File: config.mk
export PLATFORM = sky130hd
export DESIGN_NAME = lcd_scanout
export DESIGN_NICKNAME = d
export VERILOG_FILES = /design/src/rtl/lcd_scanout_pkg.sv /design/src/rtl/lcd_timing.sv /design/src/rtl/lcd_scanout.sv
export SDC_FILE = /design/constraint.sdc
export NUM_CORES = 1
export LEC_CHECK = 0
export BUFFER_PORTS_ARGS = -buffer_cell sky130_fd_sc_hd__buf_2
export CAP_MARGIN = 20
export CORE_ASPECT_RATIO = 0.7
export CORE_MARGIN = 5
export CORE_UTILIZATION = 33
export CTS_BUF_LIST = sky130_fd_sc_hd__clkbuf_8
export DETAILED_ROUTE_END_ITERATION = 10
export PLACE_DENSITY = 0.61
export SLEW_MARGIN = 20
export SYNTH_ARGS = -nofsm -noshare
export SYNTH_HDL_FRONTEND = slang
export SYNTH_SLANG_ARGS = --single-unit
export TNS_END_PERCENT = 20
File: constraint.sdc
create_clock -name clk -period 2 [get_ports clk]
set_input_delay 0 -clock clk [delete_from_list [all_inputs] [get_ports clk]]
set_output_delay 0 -clock clk [all_outputs]
set_load 0.005 [all_outputs]
File: src/rtl/lcd_scanout_pkg.sv
// Shared timing defaults for the LCD scanout path and the framebuffer sizing.
package lcd_scanout_pkg;

  localparam int unsigned DEF_H_ACTIVE = 480;
  localparam int unsigned DEF_H_FP     = 8;
  localparam int unsigned DEF_H_SYNC   = 4;
  localparam int unsigned DEF_H_BP     = 43;
  localparam int unsigned DEF_V_ACTIVE = 272;
  localparam int unsigned DEF_V_FP     = 4;
  localparam int unsigned DEF_V_SYNC   = 4;
  localparam int unsigned DEF_V_BP     = 12;
  localparam logic        DEF_HS_POL   = 1'b0;
  localparam logic        DEF_VS_POL   = 1'b0;

  // Counter width able to hold 0..n-1 (at least one bit).
  function automatic int unsigned cnt_w(input int unsigned n);
    return (n <= 2) ? 1 : $clog2(n);
  endfunction

endpackage

File: src/rtl/lcd_timing.sv
// Horizontal/vertical position counters and the stage-0 decode of active
// area, sync windows, frame start, last visible pixel and frame wrap.
module lcd_timing
  import lcd_scanout_pkg::*;
#(
  parameter int unsigned H_ACTIVE = DEF_H_ACTIVE,
  parameter int unsigned H_FP     = DEF_H_FP,
  parameter int unsigned H_SYNC   = DEF_H_SYNC,
  parameter int unsigned H_BP     = DEF_H_BP,
  parameter int unsigned V_ACTIVE = DEF_V_ACTIVE,
  parameter int unsigned V_FP     = DEF_V_FP,
  parameter int unsigned V_SYNC   = DEF_V_SYNC,
  parameter int unsigned V_BP     = DEF_V_BP
) (
  input  logic clk,
  input  logic rst_n,
  output logic active_o,
  output logic hs_o,
  output logic vs_o,
  output logic first_o,
  output logic last_px_o,
  output logic wrap_o
);

  localparam int unsigned H_TOTAL = H_ACTIVE + H_FP + H_SYNC + H_BP;
  localparam int unsigned V_TOTAL = V_ACTIVE + V_FP + V_SYNC + V_BP;
  localparam int unsigned HW = cnt_w(H_TOTAL);
  localparam int unsigned VW = cnt_w(V_TOTAL);

  logic [HW-1:0] h_cnt_q, h_cnt_d;
  logic [VW-1:0] v_cnt_q, v_cnt_d;
  logic          h_end, v_end;

  // Next position: h wraps every line, v advances on h wrap and wraps per frame.
  always_comb begin
    h_end   = (h_cnt_q == HW'(H_TOTAL - 1));
    v_end   = (v_cnt_q == VW'(V_TOTAL - 1));
    h_cnt_d = h_cnt_q + HW'(1);
    v_cnt_d = v_cnt_q;
    if (h_end) begin
      h_cnt_d = '0;
      v_cnt_d = v_end ? '0 : v_cnt_q + VW'(1);
    end
  end

  // Position registers.
  always_ff @(posedge clk or negedge rst_n) begin
    if (!rst_n) begin
      h_cnt_q <= '0;
      v_cnt_q <= '0;
    end else begin
      h_cnt_q <= h_cnt_d;
      v_cnt_q <= v_cnt_d;
    end
  end

  // Stage-0 decode of the current position.
  always_comb begin
    active_o  = (h_cnt_q < HW'(H_ACTIVE)) && (v_cnt_q < VW'(V_ACTIVE));
    hs_o      = (h_cnt_q >= HW'(H_ACTIVE + H_FP)) &&
                (h_cnt_q <  HW'(H_ACTIVE + H_FP + H_SYNC));
    vs_o      = (v_cnt_q >= VW'(V_ACTIVE + V_FP)) &&
                (v_cnt_q <  VW'(V_ACTIVE + V_FP + V_SYNC));
    first_o   = (h_cnt_q == '0) && (v_cnt_q == '0);
    last_px_o = (h_cnt_q == HW'(H_ACTIVE - 1)) && (v_cnt_q == VW'(V_ACTIVE - 1));
    wrap_o    = h_end && v_end;
  end

endmodule

File: src/rtl/lcd_scanout.sv
// Framebuffer read side: timing generator, incremental read address, and a
// two-stage pipeline aligning RAM data with de/sync at the pads.
module lcd_scanout
  import lcd_scanout_pkg::*;
#(
  parameter int unsigned H_ACTIVE = DEF_H_ACTIVE,
  parameter int unsigned H_FP     = DEF_H_FP,
  parameter int unsigned H_SYNC   = DEF_H_SYNC,
  parameter int unsigned H_BP     = DEF_H_BP,
  parameter int unsigned V_ACTIVE = DEF_V_ACTIVE,
  parameter int unsigned V_FP     = DEF_V_FP,
  parameter int unsigned V_SYNC   = DEF_V_SYNC,
  parameter int unsigned V_BP     = DEF_V_BP,
  parameter logic        HS_POL   = DEF_HS_POL,
  parameter logic        VS_POL   = DEF_VS_POL
) (
  input  logic        clk,
  input  logic        rst_n,
  input  logic        en,
  output logic [31:0] rad,
  input  logic [7:0]  dout,
  output logic        hsync,
  output logic        vsync,
  output logic        de,
  output logic [7:0]  pixel,
  output logic        frame_start
);

  logic active0, hs0, vs0, first0, last_px0, wrap0;

  lcd_timing #(
    .H_ACTIVE(H_ACTIVE), .H_FP(H_FP), .H_SYNC(H_SYNC), .H_BP(H_BP),
    .V_ACTIVE(V_ACTIVE), .V_FP(V_FP), .V_SYNC(V_SYNC), .V_BP(V_BP)
  ) u_timing (
    .clk       (clk),
    .rst_n     (rst_n),
    .active_o  (active0),
    .hs_o      (hs0),
    .vs_o      (vs0),
    .first_o   (first0),
    .last_px_o (last_px0),
    .wrap_o    (wrap0)
  );

  logic [31:0] rad_q, rad_d;
  logic        en_frame_q;
  logic        act1_q, hs1_q, vs1_q, first1_q;
  logic        de_q, de_d, hsync_q, hsync_d, vsync_q, vsync_d, fs_q;
  logic [7:0]  pixel_q, pixel_d;

  // Read address tracks the visible pixel index; it stops at the last pixel
  // so it never exceeds H_ACTIVE*V_ACTIVE-1, and restarts at the frame wrap.
  always_comb begin
    rad_d = rad_q;
    if (wrap0) begin
      rad_d = '0;
    end else if (active0 && !last_px0) begin
      rad_d = rad_q + 32'd1;
    end
  end

  // Stage-2 pin values from the stage-1 flags and the RAM data.
  always_comb begin
    de_d    = act1_q && en_frame_q;
    pixel_d = de_d ? dout : 8'd0;
    hsync_d = hs1_q ? HS_POL : ~HS_POL;
    vsync_d = vs1_q ? VS_POL : ~VS_POL;
  end

  // Address, frame enable and both pipeline stages.
  always_ff @(posedge clk or negedge rst_n) begin
    if (!rst_n) begin
      rad_q      <= '0;
      en_frame_q <= 1'b0;
      act1_q     <= 1'b0;
      hs1_q      <= 1'b0;
      vs1_q      <= 1'b0;
      first1_q   <= 1'b0;
      de_q       <= 1'b0;
      pixel_q    <= 8'd0;
      hsync_q    <= ~HS_POL;
      vsync_q    <= ~VS_POL;
      fs_q       <= 1'b0;
    end else begin
      rad_q    <= rad_d;
      // en is only looked at on the frame's first clock to avoid tearing.
      if (first0) en_frame_q <= en;
      act1_q   <= active0;
      hs1_q    <= hs0;
      vs1_q    <= vs0;
      first1_q <= first0;
      de_q     <= de_d;
      pixel_q  <= pixel_d;
      hsync_q  <= hsync_d;
      vsync_q  <= vsync_d;
      fs_q     <= first1_q;
    end
  end

  assign rad         = rad_q;
  assign de          = de_q;
  assign pixel       = pixel_q;
  assign hsync       = hsync_q;
  assign vsync       = vsync_q;
  assign frame_start = fs_q;

endmodule

==> flow_metrics.py <==
metrics = {
    "critical_path": {
        "reg2reg_slack_ns": -0.04,
        "path_max_fanout": 20,
        "critPathKind": "reg2reg",
        "critPathTopFamily": "simple AND/OR/NAND/NOR gates",
        "r2r_cells": 5,
        "startpoint_type": "flip-flop",
        "required_ns": 2.25,
        "slowest_stage": "or4b_4",
        "cp.arrival_ns": 2.29,
        "max_stage_delay_ns": 0.50,
        "path_cells": "or4b_4 -> or4_4 -> nor3_4 -> buf_12 -> o21ba_2",
        "critPathBufInv": 1,
        "cp-end-kind": "flip-flop",
        "regToRegEndpoint": "rad[30]$_DFFE_PN0P_",
        "r2r-start": "u_timing.v_cnt_q[6]$_DFFE_PN0N_",
    },
    "cells_and_area": {
        "areaGrowthSynthToFinish_pct": 37.4,
        "final_cell_mix": "dfrtp_1, buf_4, buf_2, nand4_1, nor2_1",
        "fin_util_pct": 45.8,
        "final_net_count": 473,
        "diodes": 0,
        "fillers": 954,
        "layout_commonest_cell": "dfrtp_1",
        "drive_above_1_share_pct": 35.4,
    },
    "die": {
        "io_pins": 55,
        "die_w_um": 131,
        "core_mm2": 0.0102,
        "die_y_um": 94.9,
        "initial_core_util_pct": 33.3,
        "die_area_mm2": 0.0125,
        "num_rows": 31,
    },
    "sta": {
        "timing.fmax_mhz": 490,
        "fin_crit_sh_pct": 102,
        "finalHoldViolCount": 0,
        "drv_slew": 0,
        "min_period_ns": 2.04,
        "worst_pin_slew_ns": 0.546,
        "rsz0062_at_grt": "true",
        "holdWs_ns": 0.205,
        "slew_headroom_pct": 62.6,
        "worst_clock_skew_ns": 0.00720,
        "layout_setup_ws_ns": -0.0424,
        "setup_viol": 12,
    },
    "yosys": {
        "synth_edf_count": 0,
        "yosys_warnings": 0,
        "ys_seq_elements": 68,
        "async_flop_share_pct": 100,
        "synth.distinct_cells": 49,
        "ys_top_cells_by_area": "dfrtp_1, xnor2_1, nand4_1",
        "synth_top_area_share_pct": 48.6,
        "seq_area_frac_synth_pct": 50.2,
        "synthCells": 335,
        "synth_nets": 352,
        "avgSynthCellArea_um2": 10.1,
        "dominantRegCellSynth": "dfrtp_1",
        "yosysTopAreaCell": "dfrtp_1",
        "syn_area_mm2": 0.00340,
    },
    "place": {
        "port_buffers": 54,
        "dp_slack_ns": -0.162,
        "hpwl_mm": 6.43,
        "finalWeightedCongestion": 0.891,
    },
    "power_and_ir_drop": {
        "power_w": 0.00258,
        "leakage_nw": 2.18,
        "p_per_area_mw_per_mm2": 553,
        "peakVddDrop_mv": 0.349,
    },
    "routing": {
        "wl_per_cell_um": 15.3,
        "vias_per_cell": 5.08,
        "first_iter_violations": 219,
        "postRouteAntennaNets": 0,
        "wl_mm": 9.05,
        "vias": 3010,
        "drc": 0,
        "dr.pass1.iters": 4,
    },
    "clocking": {
        "clk_pin_slew_ns": 0.07,
        "clkLatencyLatePin_ns": 0.36,
        "clock_sinks": 68,
        "h-tree-depth": 3,
        "numCtsBuffers": 9,
        "cts_tree": "yes",
        "cts-root-buf": "clkbuf_8",
        "clock_path_buffers": 2,
    },
    "grt": {
        "overflow": 0,
        "grt_pass1_wl_mm": 15.4,
        "grt_pass1_vias": 3036,
        "grt_antenna_before_repair": 0,
        "grt_usage_pct": 15.4,
        "grt_max_degree": 69,
    },
    "hold_path": {
        "min_path_type": "in2async",
    },
    "status": {
        "status": "finished, violations left",
        "violations": "negative setup slack",
    },
    "flow_run": {
        "drv_cap": 0,
    },
}
## stage by stage
step                TNS, ns  cell area, um2  cells
floorplan             -1.80            3400    335
global placement      -1.09            4230    563
detailed placement    -2.01            4230    563
CTS                  -0.141            4620    592
global route          -2.39            4670    592
finish               -0.230            4670    592
## timing repair
action,4_1_cts,5_1_grt
pin swaps,9,5
setup buffers,4,0
hold endpoints to repair,77,0
endpoints found under the setup margin,27,34
hold buffers,10,0
resized for setup,17,11
cloned,0,0
## cells by family after synthesis
kind of cell | Yosys count | synth area share, %
and+or+nand+nor | 148 | 24.5
DFF | 68 | 50.2
AOI/OAI and AO/OA | 48 | 10.1
buffers and inverters | 30 | 3.68
xor gates and xnor gates | 28 | 7.22
muxes | 7 | 2.10
adders and majority gates | 6 | 2.21
## cells in the mapped netlist (8+ instances only)
| cell | n |
|---|---|
| dfrtp_1 | 66 |
| xnor2_1 | 23 |
| clkbuf_1 | 10 |
| o21ai_0 | 8 |
| nand2_1 | 25 |
| nor2_1 | 26 |
| a21oi_1 | 13 |
| nand4_1 | 26 |
| and4_1 | 8 |
| inv_1 | 12 |
| a2111oi_0 | 11 |
| and3_1 | 15 |
| nand3_1 | 16 |
## worst reg2reg max path, delay by kind of cell, from the launching register on
kind	cells	cell delay, ns
AOI/OAI and AO/OA	1	0.17
DFF	1	0.43
buffers and inverters	1	0.19
and+or+nand+nor	3	1.15
## flip-flops by register name (all words and copies together) (netlist names), 8 cells and up
register and flops:
u_timing.h_cnt_q 10, pixel 8, rad 32, u_timing.v_cnt_q 9
## layer usage
metal | GRT usage [%] | part of all wire (%)
met1 | 22.1 | 50
met2 | 21.6 | 42
met3 | 6.55 | 7.1
met4 | 2.91 | 0.67
met5 | 0 | 0
## cell type report
type,count,area (um2),area share [%]
clock inverters,5,52.6,1.13
flip-flops and latches,68,1700,36.5
multi-input cells,237,1670,35.7
inverters,12,45.0,0.965
clock buffers,10,138,2.95
well taps,132,165,3.54
repair buffers,128,896,19.2
## power breakdown
group	switching [W]	total [W]	internal (W)
registers	0.00000481	0.00139	0.00138
logic	0.0000397	0.0000746	0.0000349
clock network	0.000523	0.00112	0.000596
## how the worst max path moves through the flow
stage                                          from                   to  slack, ns  cells past startpoint
floorplan           u_timing.v_cnt_q[7]$_DFFE_PN0N_   rad[4]$_DFFE_PN0P_      -0.13                      7
global placement    u_timing.v_cnt_q[6]$_DFFE_PN0N_   rad[4]$_DFFE_PN0P_      -0.10                      5
detailed placement  u_timing.v_cnt_q[6]$_DFFE_PN0N_   rad[4]$_DFFE_PN0P_      -0.16                      5
CTS                 u_timing.v_cnt_q[6]$_DFFE_PN0N_  rad[30]$_DFFE_PN0P_      -0.05                      5
global route        u_timing.v_cnt_q[5]$_DFFE_PN0N_  rad[23]$_DFFE_PN0P_      -0.15                      6
finish              u_timing.v_cnt_q[6]$_DFFE_PN0N_  rad[30]$_DFFE_PN0P_      -0.04                      5
Note: power is estimated with default switching activity, not from simulation.
